## src/rtl/bcd_display_scanner_if.sv

```systemverilog
// Bundle for the BCD scanner: digit load side and display drive side.
// Ports: load, bcd_d0..bcd_d2 (digit source -> scanner); seg, an, err, frame_done (scanner -> display).
// master = digit source / observer, slave = scanner.
interface bcd_display_scanner_if;
  logic       load;
  logic [3:0] bcd_d0;
  logic [3:0] bcd_d1;
  logic [3:0] bcd_d2;
  logic [6:0] seg;
  logic [2:0] an;
  logic       err;
  logic       frame_done;

  modport master (
    output load, bcd_d0, bcd_d1, bcd_d2,
    input  seg, an, err, frame_done
  );

  modport slave (
    input  load, bcd_d0, bcd_d1, bcd_d2,
    output seg, an, err, frame_done
  );
endinterface

```

## src/rtl/bcd_display_scanner.sv

```systemverilog
// Latches three BCD digits and time-multiplexes them onto a 3-digit 7-segment display.
// Latency: a load is visible on seg one cycle later; each digit is held SCAN_DIV cycles.
// No backpressure: load is accepted every cycle. Ports: clk, clear (sync, active-high), bus (slave modport).
module bcd_display_scanner #(
  parameter int SCAN_DIV = 4,
  parameter bit BLANK_LZ = 1'b1
) (
  input  logic                    clk,
  input  logic                    clear,
  bcd_display_scanner_if.slave    bus
);

  localparam int PW = (SCAN_DIV > 1) ? $clog2(SCAN_DIV) : 1;

  logic [PW-1:0] presc;
  logic          presc_last;
  logic [1:0]    idx;
  logic [1:0]    idx_nxt;
  logic [3:0]    l0, l1, l2;
  logic          err_q;
  logic          frame_done_q;
  logic [6:0]    seg_c;
  logic [2:0]    an_c;
  logic          blank_tens;
  logic          blank_hund;

  function automatic logic [6:0] seg_of(input logic [3:0] v);
    logic [6:0] s;
    case (v)
      4'd0:    s = 7'b0111111;
      4'd1:    s = 7'b0000110;
      4'd2:    s = 7'b1011011;
      4'd3:    s = 7'b1001111;
      4'd4:    s = 7'b1100110;
      4'd5:    s = 7'b1101101;
      4'd6:    s = 7'b1111101;
      4'd7:    s = 7'b0000111;
      4'd8:    s = 7'b1111111;
      4'd9:    s = 7'b1101111;
      default: s = 7'b1000000;
    endcase
    return s;
  endfunction

  assign presc_last = (presc == PW'(SCAN_DIV - 1));

  // Index state register, plus the prescaler, digit latches and flags.
  always_ff @(posedge clk) begin
    if (clear) begin
      presc        <= '0;
      idx          <= 2'd0;
      l0           <= 4'd0;
      l1           <= 4'd0;
      l2           <= 4'd0;
      err_q        <= 1'b0;
      frame_done_q <= 1'b0;
    end else begin
      presc        <= presc_last ? '0 : presc + PW'(1);
      idx          <= idx_nxt;
      // Frame ends on the edge that takes the hundreds slot back to ones.
      frame_done_q <= presc_last && (idx == 2'd2);
      if (bus.load) begin
        l0    <= bus.bcd_d0;
        l1    <= bus.bcd_d1;
        l2    <= bus.bcd_d2;
        err_q <= (bus.bcd_d0 > 4'd9) || (bus.bcd_d1 > 4'd9) || (bus.bcd_d2 > 4'd9);
      end
    end
  end

  // Next-state: advance at slot end; the illegal index 3 recovers on the next edge.
  always_comb begin
    idx_nxt = idx;
    if (idx == 2'd3)
      idx_nxt = 2'd0;
    else if (presc_last)
      idx_nxt = (idx == 2'd2) ? 2'd0 : idx + 2'd1;
  end

  // A non-BCD digit is nonzero, so it naturally stops blanking below it.
  assign blank_hund = BLANK_LZ && (l2 == 4'd0);
  assign blank_tens = BLANK_LZ && (l2 == 4'd0) && (l1 == 4'd0);

  // Outputs decoded from the index and latched digits.
  always_comb begin
    an_c  = 3'b000;
    seg_c = 7'b0000000;
    case (idx)
      2'd0: begin
        an_c  = 3'b001;
        seg_c = seg_of(l0);
      end
      2'd1: begin
        an_c  = 3'b010;
        seg_c = blank_tens ? 7'b0000000 : seg_of(l1);
      end
      2'd2: begin
        an_c  = 3'b100;
        seg_c = blank_hund ? 7'b0000000 : seg_of(l2);
      end
      default: begin
        an_c  = 3'b000;
        seg_c = 7'b0000000;
      end
    endcase
  end

  assign bus.seg        = seg_c;
  assign bus.an         = an_c;
  assign bus.err        = err_q;
  assign bus.frame_done = frame_done_q;

endmodule

```

## src/flat_wrapper.sv

```systemverilog
// flat-port wrapper written by rule: the top's interface ports become plain ports
module bcd_display_scanner_flat 
#(
  parameter int SCAN_DIV = 4,
  parameter bit BLANK_LZ = 1'b1
)
  (clk, clear, bus_load, bus_bcd_d0, bus_bcd_d1, bus_bcd_d2, bus_seg, bus_an, bus_err, bus_frame_done);
  bcd_display_scanner_if bus_i ();
  input  logic clk;
  input  logic clear;
  input wire logic [$bits(bus_i.load)-1:0] bus_load;
  input wire logic [$bits(bus_i.bcd_d0)-1:0] bus_bcd_d0;
  input wire logic [$bits(bus_i.bcd_d1)-1:0] bus_bcd_d1;
  input wire logic [$bits(bus_i.bcd_d2)-1:0] bus_bcd_d2;
  output wire logic [$bits(bus_i.seg)-1:0] bus_seg;
  output wire logic [$bits(bus_i.an)-1:0] bus_an;
  output wire logic [$bits(bus_i.err)-1:0] bus_err;
  output wire logic [$bits(bus_i.frame_done)-1:0] bus_frame_done;
  assign bus_i.load = bus_load;
  assign bus_i.bcd_d0 = bus_bcd_d0;
  assign bus_i.bcd_d1 = bus_bcd_d1;
  assign bus_i.bcd_d2 = bus_bcd_d2;
  assign bus_seg = bus_i.seg;
  assign bus_an = bus_i.an;
  assign bus_err = bus_i.err;
  assign bus_frame_done = bus_i.frame_done;
  bcd_display_scanner #(.SCAN_DIV(SCAN_DIV), .BLANK_LZ(BLANK_LZ)) u_core (.clk(clk), .clear(clear), .bus(bus_i));
endmodule
```

## config.mk

```make
export PLATFORM = sky130hd
export DESIGN_NAME = bcd_display_scanner_flat
export DESIGN_NICKNAME = d
export VERILOG_FILES = /design/src/rtl/bcd_display_scanner_if.sv /design/src/rtl/bcd_display_scanner.sv /design/src/flat_wrapper.sv
export SDC_FILE = /design/constraint.sdc
export NUM_CORES = 1
export LEC_CHECK = 0
export ABC_AREA = 1
export CAP_MARGIN = 20
export CORE_AREA = 2 2 67 69
export CTS_CLUSTER_DIAMETER = 120
export CTS_CLUSTER_SIZE = 24
export DETAILED_ROUTE_END_ITERATION = 8
export DIE_AREA = 0 0 69 71
export DONT_BUFFER_PORTS = 1
export HOLD_SLACK_MARGIN = 0.08
export PLACE_DENSITY_LB_ADDON = 0.1
export SYNTH_ARGS = -nofsm -noshare
export SYNTH_HDL_FRONTEND = slang
export SYNTH_SLANG_ARGS = --single-unit
```

## constraint.sdc

```tcl
create_clock -name clk -period 2 [get_ports clk]
set_input_delay 0.2 -clock clk [delete_from_list [all_inputs] [get_ports clk]]
set_output_delay 0.2 -clock clk [all_outputs]
set_load 0.1 [all_outputs]
```

# Word-level counts from Yosys, hierarchy flattened
# Memory sizes are Yosys's and may differ from the RTL's. A register that Yosys moved wholly into a read port is not among the register bits.
# Index checks and enable logic that the tools add are counted.
# totals
register_bits,18
romBits,336
input_bits,15
output_inout_bits,12
elab_cells,39
mem_count,3
# memory_table
name,depth,width,read_ports,rd_ports_with_merged_regs,wr,line_no,text
(no name shown),16,7,1,1,0,bcd_display_scanner.sv:29,case (v)
(no name shown),16,7,1,1,0,bcd_display_scanner.sv:29,
(no name shown),16,7,1,1,0,bcd_display_scanner.sv:29,
# op_classes
n_addsub,2
n_lt_le_gt_ge,3
n_eq_ne,4
muxes,11
reduce_logical,9
# ops
cell,count
$mux W4,6
$pmux W7 S3,1
$mux W7,2
$gt A4 B4 Y1 const B,3
$pmux W3 S3,1
$logic_not A4 Y1,2
$eq A2 B2 Y1 const B,3
$add A2 B1 Y2 const B,2
$reduce_or A2 Y1,2
$eq A2 B1 Y1 const B,1
$logic_and A1 B1 Y1,2
$logic_not A2 Y1,1
$logic_or A1 B1 Y1,2
$mux W2,1

# Longest topological paths before layout
# Gate-level depths: netlist of the first run.
# depth
ltp_word,4
mapped_depth,12
ltp_nobuf,11

# Least setup slack after synthesis of the first run
# OpenSTA, ideal clock, no wires.
# synth_timing
path_type,register to output
from,reg u_core.idx[0]
to,out bus_seg[0]
arrival_ps,2166
required_time_ps,1800
setup_slack_ps,-366
path_stages_with_launch,6
n_path_buf,0
cell_sequence,dfxtp_1 > inv_1 > nand2_1 > clkinv_1 > a31oi_1 > nand2_1
# synth_via
elab_chain_len,2
elab_cells_between_ends,4
classes_between,eq/ne: 2; mux: 1; reduce/logical: 1
# synth_rtl
item,line_no,text
"start, declared",bcd_display_scanner.sv:17,logic [1:0] idx;
"start signal, assigned",bcd_display_scanner.sv:59,idx <= idx_nxt;
"$eq A2 B2 Y1, or another cell as far along",bcd_display_scanner.sv:88,case (idx)
$pmux W7 S3 (*),bcd_display_scanner.sv:88,
"end, declared",flat_wrapper.sv:15,output wire logic [$bits(bus_i.seg)-1:0] bus_seg;
# Mark *: on every way between the ends. The rest lies on a longest branch, timed or not.

# Final worst setup path of the first run
# layout_timing
from,reg u_core.l2[3]
to,out bus_seg[6]
# layout_via
elab_chain_len,4
elab_cells_between_ends,5
classes_between,mux: 3; reduce/logical: 2
# layout_rtl
item,line_no,text
"start, declared",bcd_display_scanner.sv:19,"logic [3:0] l0, l1, l2;"
"start signal, assigned",bcd_display_scanner.sv:65,l2 <= bus.bcd_d2;
$logic_not A4 Y1 (*),"bcd_display_scanner.sv:81, bcd_display_scanner.sv:82",
$logic_and A1 B1 Y1,bcd_display_scanner.sv:82,assign blank_tens = BLANK_LZ && (l2 == 4'd0) && (l1 == 4'd0);
$mux W7,bcd_display_scanner.sv:95,seg_c = blank_tens ? 7'b0000000 : seg_of(l1);
$pmux W7 S3 (*),bcd_display_scanner.sv:88,
# Marks and branches as above.

==> metrics, run 1 <==
status finished clean; setup TNS 0 ns; DRC errors left 0; Crit path buffers/inverters 1; post-CTS resize count 0; Comb power frac 0.295; Yosys cell types 28; Tcrit/Tclk final 0.911; Sw Share 0.350; Peak Freq 549 MHz; Die Area 4900 um^2; Leak Pwr 1.40 nW; post-synthesis async set-or-reset flop share 0; syn_nets 358; WL final 4440 um; Mapped Cells 324; synthesized area per cell 7.48 um^2; H-tree depth 2; CP max-delay cell dfxtp_1; Slew Limit Fails 0; Arr. time, crit path 1.62 ns; Initial Utilization 0.576; nets@finish 373; antenna violations before repair 0; pwr/cell area 836 nW/um^2; Hold Path Depth 2; Routed WL per cell 11.3 um; Seq cells post-synth 39; vias per cell 4.82; Critical Path End Type output pin; P&R area growth vs syn 8.83%; Die Height 71 um; IO Count 27; Int Pwr 0.00143 W; routed via count 1890; CORE AREA 4200 um^2; worst hold slack 0.0991 ns; IO Port Bufs 0; cell area after layout 2640 um^2; Reg power frac 0.401; vias in the first global route 1762; row cnt 24; commonest non-fill, non-tap cell in the layout nand2_1; slowest stage delay, CP 0.33 ns; startpoint types register; post-DP HPWL 3420 um; crit-path cells nor2_1 -> nand2_1 -> o21bai_1 -> nand2_1 -> buf_4; CP Launch Point u_core.l2[3]; CP top delay family simple AND/OR/NAND/NOR gates; CTS tree built; YS warnings 0; final hold vios 0; Die W 69 um; CTS Sinks 39; remaining antenna violation count 0; Longest Clk Path Bufs 2; remaining global-route overflow 0; drt pass-1 iters 4; Req. time, crit path 1.80 ns; worst-path maximum fanout 14; Util after Layout 0.627; unrepaired setup endpoints after global routing false; crit path kind reg -> out; Hold WC Path Type in -> reg; Worst Max-Slew Pin Slew 0.530 ns; share of layout cells above drive strength 1 0.179; max cap viols 0; Slew headroom 0.646; Tmin final 1.82 ns; root buffer cell clkbuf_8; number of synthesized flops with an enable pin 0; Main synth FF type dfxtp_1; Reg clk slew, reported paths 0.07 ns; Worst path depth 5; most frequent cells in the layout nand2_1, inv_1, dfxtp_1, nor2_1, ha_1; Clock Skews 0.00397 ns; Setup Viol. Count Final 0; GRT Total Usage 0.196; FF-to-FF Start u_core.l1[0]; Clk Latency, worst-skew pair 0.28 ns; Iter 0 DRT Violations 60; worst vdd ir 0.505 mV; register area share after synthesis 0.322; r2r worst-path depth 10; hold_sp bus_bcd_d0[1]; Clock Power Share 0.304; first-pass GRT wire length 7890 um; ant diodes 0; Area after DPL 2500 um^2; Cell Area, Synth 2420 um^2; Placer Congestion 0.816; Psw 0.000773 W; CTS Buf Count 5; most used cell, CP nand2_1; largest net degree at the start of global routing 24
repair_timing:
item                                   CTS  global route
endpoints found under the hold margin    4             0
hold buffers                             2             0
setup buffers                            0             0
power groups by stage:
stage / registers (W) / logic [W] / clock network, W
finish: 0.000884 / 0.000651 / 0.000670
global route: 0.000891 / 0.000716 / 0.000723
CTS: 0.000885 / 0.000656 / 0.000691
detailed placement: 0.000903 / 0.000650 / 0
global placement: 0.000902 / 0.000644 / 0
floorplan: 0.000907 / 0.000553 / 0
final cells by class:
type / count / area, um^2
tap: 52 / 65.1
sequential: 39 / 781
multi-input combinational: 229 / 1360
clock inverter: 2 / 35.0
inverter: 47 / 181
timing repair buffer: 17 / 133
clock buffer: 6 / 82.6
fill: 405 / 1570
cells in the mapped netlist (3+ instances only):
cell type	count	share of area
o21bai_1	7	0.022
o21ai_0	4	0.0083
nand3b_1	3	0.0093
nor2_4	3	0.014
a31oi_1	7	0.018
nand2_4	6	0.028
nand3_1	16	0.033
o21ai_1	3	0.0062
nand3_2	7	0.029
dfxtp_1	39	0.32
inv_1	44	0.068
nor2_2	3	0.0077
nor2_1	38	0.059
ha_1	19	0.098
o21ai_2	7	0.025
buf_6	5	0.023
nand3_4	5	0.036
nand2_1	94	0.15
nand2_2	3	0.0077
metrics by stage:
stage	worst slack, ns	std cells	total power, W
final	0.177	392	0.00221
after detailed placement	0.305	382	0.00155
after floorplan	0.0905	324	0.00146
after global routing	0.0769	392	0.00233
after CTS	0.191	392	0.00223
after global placement	0.337	382	0.00155
worst paths after layout:
kind / to / slack (ns)
worst max-delay path: bus_seg[6] / 0.18
worst min-delay path: u_core.l0[1] / 0.1
worst max register to register: register / 0.59
worst min register to register: u_core.presc[0] / 0.42
cells by family after synthesis:
family,Yosys count,share of synthesized area
AND/OR/NAND/NOR,181,0.380
adder cells (fa/ha/maj),19,0.0981
AO/OA/AOI/OAI,28,0.0795
buffers and inverters,56,0.117
XOR/XNOR,1,0.00361
flip-flops,39,0.322
metal layers:
metal / vias up / part of all wire / GRT usage
met5: - / 0 / 0
met4: 0 / 0.0070 / 0.0436
met3: 5 / 0.067 / 0.0556
met2: 41 / 0.43 / 0.313
met1: 814 / 0.50 / 0.265
li1: 1030 / - / -
Note: power is estimated with default switching activity, not from simulation.
==> run 2, diff against run 1 <==
Settings changed: CELL_PAD_IN_SITES_DETAIL_PLACEMENT from default to 2, CELL_PAD_IN_SITES_GLOBAL_PLACEMENT from default to 2, CORE_AREA 2 2 67 69 to 2 2 86 88, DIE_AREA 0 0 69 71 to 0 0 88 90.
==> run 2 against run 1 <==
  * Utilization down 23 points
  * Non-clock buffer count up 1
  * Clock power up 18%
  * Clock-buffer cell count unchanged
  * Via count up 5.1%
  * Critical path depth up 1
  * Cell area up 5.6%
  * Worst hold slack worse by 0.016 ns
  * Register-to-register slack worse by 0.09 ns
  * Final cell count up 12%
  * Highest routed layer unchanged
==> metrics, run 2 (synthesis gave the netlist of run 1 again) <==
Iter 0 DRT Violations 47 (-22%); Tcrit/Tclk final 0.880 (-0.0313); drt pass-1 iters 4 (unchanged); Slew Limit Fails 0 (unchanged); Routed WL per cell 13.8 um (+22%); Hold WC Path Type in -> reg; post-CTS setup buffer count 0 (unchanged); unrepaired setup endpoints after global routing false; Initial Utilization 0.345 (-0.231); share of layout cells above drive strength 1 0.182 (+0.00241); final worst slack 0.240 ns (+0.0626 ns); Die W 88 um (+28%); startpoint types register; CORE AREA 7020 um^2 (+67%); internal reg-to-reg setup slack 0.50 ns (-0.09 ns); max cap viols 0 (unchanged); Critical Path End Type output pin; Top Metal Used met4; DRC errors left 0 (unchanged); metal2 WL 2780 um (+46%); Leak Pwr 1.43 nW (+2.4%); largest net degree at the start of global routing 20 (-17%); Peak Freq 568 MHz (+3.6%); Post-Layout Cell Count 440 (+12%); Reg clk slew, reported paths 0.08 ns (about the same); Die Area 7920 um^2 (+62%); status finished clean; remaining global-route overflow 0 (unchanged); M1 WL 3030 um (+37%); post-DP HPWL 4760 um (+39%); routed via count 1986 (+5.1%); Longest Clk Path Bufs 2 (unchanged); vias per cell 4.51 (-6.4%); WL final 6060 um (+36%); H-tree depth 2 (unchanged); P&R area growth vs syn 14.9%; Die Height 90 um (+27%); Worst Max-Slew Pin Slew 0.345 ns (-0.185 ns); Slew headroom 0.769 (+0.123); vias in the first global route 2221 (+26%); final hold vios 0 (unchanged); met3 wire len 196 um (-34%); worst vdd ir 0.246 mV (-51%); Clk Latency, worst-skew pair 0.29 ns (about the same); Clock Skews 0.00504 ns (+0.00107 ns); commonest non-fill, non-tap cell in the layout nand2_1; Arr. time, crit path 1.56 ns (-0.06 ns); root buffer cell clkbuf_8; ant diodes 0 (unchanged); fillcell total 841 (+110%); pwr/cell area 865 nW/um^2 (+3.5%); worst-path maximum fanout 8 (-6); crit path kind reg -> out; most frequent cells in the layout nand2_1, inv_1, dfxtp_1, nor2_1, ha_1; GRT Total Usage 0.166 (-0.0295); DP Cell Count 430 (+13%); first-pass GRT wire length 10600 um (+34%); CTS tree built; Placer Congestion 0.699 (-14%); row cnt 31 (+29%); IO Count 27 (unchanged); nets@finish 374 (+0.27%); remaining antenna violation count 0 (unchanged); IO Port Bufs 0 (unchanged); Tmin final 1.76 ns (-0.0626 ns); antenna violations before repair 0 (unchanged); CTS Buf Count 5 (unchanged); Setup Viol. Count Final 0 (unchanged); setup TNS 0 ns (unchanged); dpl ws 0.372 ns (+0.0664 ns); CTS Sinks 39 (unchanged); Req. time, crit path 1.80 ns (about the same)
==> run 2: path summary, 6_finish.rpt <==
kind                   startpoint              end  depth (start not counted)
setup / recovery    u_core.idx[0]       bus_seg[3]                          6
hold / removal      bus_bcd_d0[1]     u_core.l0[1]                          2
setup reg to reg     u_core.l2[0]         register                         10
hold reg to reg   u_core.presc[0]  u_core.presc[0]                          1
==> run 2: metrics by stage <==
stage	hold WS (ns)	instance area, um^2	utilization	total power (W)
6_report	0.0832	2780	0.397	0.00241
5_1_grt	0.111	2780	0.397	0.00254
4_1_cts	0.0808	2780	0.396	0.00244
3_5_place_dp	0.283	2630	0.374	0.00164
3_3_place_gp	0.279	2630	0.374	0.00163
2_1_floorplan	0.364	2430	-	0.00146
==> run 2: timing repair <==
item,4_1_cts,5_1_grt
hold buffers,2,0
resized for setup,0,1
endpoints found under the hold margin,5,0
endpoints found under the setup margin,0,2
==> run 2: critical path, stage by stage (launching register included) <==
cell and delay, ns:
dfxtp_1 0.37, inv_1 0.07, nand2_1 0.13, clkinv_2 0.16
a31oi_1 0.24, nand2_1 0.12, buf_12 0.18
==> run 2: power by group <==
part           internal (W)  switching (W)
clock network      0.000499       0.000290
registers          0.000857      0.0000275
logic              0.000223       0.000511
total               0.00158       0.000829
==> run 2: layout make-up <==
| cell class | count | area [um^2] | area share |
|---|---|---|---|
| multi-input combinational | 229 | 1360 | 0.489 |
| inverter | 47 | 181 | 0.0652 |
| tap | 99 | 124 | 0.0445 |
| clock buffer | 6 | 72.6 | 0.0261 |
| timing repair buffer | 18 | 203 | 0.0728 |
| clock inverter | 2 | 60.1 | 0.0216 |
| sequential | 39 | 781 | 0.280 |
==> run 2: routing by layer <==
layer | track usage | up-vias
met2 | 0.272 | 33
met1 | 0.232 | 916
li1 | - | 1030
met5 | 0 | -
met3 | 0.0248 | 7
met4 | 0.0308 | 0
==> run 3, diff against run 2 <==
Settings changed: REMOVE_ABC_BUFFERS from default to 1.
==> run 3 against run 2 <==
  * Cell area rose by 0.90%
  * Routed wire length rose by 9.3%
  * Non-clock buffer count rose by 1
==> metrics, run 3 (synthesis gave the netlist of run 1 again) <==
hold_sp bus_load; ant diodes 0 (unchanged); post-DP HPWL 5180 um (+8.9%); Tmin final 1.82 ns (+0.0647 ns); setup TNS 0 ns (unchanged); Arr. time, crit path 1.62 ns (+0.06 ns); Clock Skews 0.00448 ns (-0.000559 ns); CTS Sinks 39 (unchanged); vias in the first global route 2304 (+3.7%); Critical Path End Type output pin; largest net degree at the start of global routing 27 (+35%); Die W 88 um (unchanged); max cap viols 0 (unchanged); Setup Viol. Count Final 0 (unchanged); final hold vios 0 (unchanged); fillcell total 835 (-0.71%); Req. time, crit path 1.80 ns (about the same); Peak Freq 548 MHz (-3.5%); row cnt 31 (unchanged); Routed WL per cell 15.0 um (+9.1%); Die Area 7920 um^2 (unchanged); unrepaired setup endpoints after global routing false; most frequent cells in the layout nand2_1, inv_1, dfxtp_1, nor2_1, ha_1; FF-to-FF Start u_core.l1[0]; CORE AREA 7020 um^2 (unchanged); Placer Congestion 0.745 (+6.6%); vias per cell 4.59 (+1.8%); GRT Total Usage 0.185 (+0.0188); Hold WC Path Type in -> reg; Top Metal Used met4; DRC errors left 0 (unchanged); M1 WL 2980 um (-1.8%); CTS Buf Count 5 (unchanged); P&R area growth vs syn 15.9%; Tcrit/Tclk final 0.912 (+0.0324); Longest Clk Path Bufs 2 (unchanged); IO Port Bufs 0 (unchanged); H-tree depth 2 (unchanged); Slew Limit Fails 0 (unchanged); worst hold slack 0.0991 ns (+0.0158 ns); Clk Latency, worst-skew pair 0.29 ns (about the same); Initial Utilization 0.345 (unchanged); antenna violations before repair 0 (unchanged); worst-path maximum fanout 8 (unchanged); startpoint types register; CTS tree built; remaining global-route overflow 0 (unchanged); DP Cell Count 429 (-0.23%); status finished clean; final worst slack 0.175 ns (-0.0647 ns); crit path kind reg -> out; remaining antenna violation count 0 (unchanged); Iter 0 DRT Violations 53 (+13%); commonest non-fill, non-tap cell in the layout nand2_1; Slew headroom 0.760 (-0.00933); Leak Pwr 1.43 nW (about the same); worst vdd ir 0.256 mV (+4.1%); WL final 6630 um (+9.3%); routed via count 2026 (+2.0%); Worst Max-Slew Pin Slew 0.360 ns (+0.0153 ns); root buffer cell clkbuf_8; Post-Layout Cell Count 441 (+0.23%); Die Height 90 um (unchanged); dpl ws 0.362 ns (-0.00945 ns); met3 wire len 154 um (-21%); Reg clk slew, reported paths 0.08 ns (about the same); IO Count 27 (unchanged); nets@finish 375 (+0.27%); metal2 WL 3450 um (+24%); share of layout cells above drive strength 1 0.187 (+0.00532); CP Launch Point u_core.idx[0]; pwr/cell area 830 nW/um^2 (-4.1%); first-pass GRT wire length 11300 um (+7.2%); drt pass-1 iters 4 (unchanged)
[run 3: cell types whose count changed in the layout (fill, tap and decap cells not counted), sizes merged]
| cell | change |
|---|---|
| dlygate4sd3 | +1 |
| clkinv | +1 |
| clkinvlp | +1 |
| clkbuf | -1 |
| bufinv | -1 |
[run 3: area by class of cell]
cell class	count	area [um^2]	area share
clock inverters	3	43.8	0.0156
repair buffers	19	238	0.0846
multi-input cells	229	1370	0.488
clock buffers	5	68.8	0.0245
inverters	47	183	0.0650
well taps	99	124	0.0441
flip-flops and latches	39	781	0.278
[run 3: per-stage QoR]
| step | util | total power [W] | area, um^2 |
|---|---|---|---|
| after floorplan | - | 0.00143 | 2320 |
| after global routing | 0.400 | 0.00247 | 2810 |
| final | 0.400 | 0.00233 | 2810 |
| after detailed placement | 0.377 | 0.00168 | 2640 |
| after global placement | 0.377 | 0.00165 | 2640 |
| after CTS | 0.397 | 0.00237 | 2790 |
[run 3: per-layer routing]
layer | vias to the layer above | global-route usage
met5 | - | 0
met4 | 0 | 0.0410
met3 | 4 | 0.0331
met2 | 22 | 0.331
met1 | 964 | 0.226
li1 | 1036 | -
[run 3: critical path: stages (launching register included)]
cell and delay, ns:
dfxtp_1 0.38, inv_1 0.08, nand2_2 0.11, clkinvlp_4 0.19
a31oi_1 0.26, nand2_1 0.13, buf_12 0.19
[run 3: path summary, 6_finish.rpt]
| kind | cells after the start | end | slack (ns) |
|---|---|---|---|
| max | 6 | bus_seg[1] | 0.18 |
| min | 2 | u_core.l2[1] | 0.1 |
| max reg2reg | 10 | register | 0.54 |
| min reg2reg | 1 | u_core.presc[0] | 0.46 |
[run 3: power breakdown]
group          switching [W]  internal, W  total (W)
clock network       0.000301     0.000372   0.000673
logic               0.000526     0.000244   0.000769
registers          0.0000314     0.000857   0.000889
[run 3: repair_timing]
action / 4_1_cts / 5_1_grt
gates resized for setup: 0 / 4
endpoints found under the setup margin: 0 / 6
hold endpoints to repair: 4 / 0
hold buffers: 3 / 0
setup buffers: 0 / 1
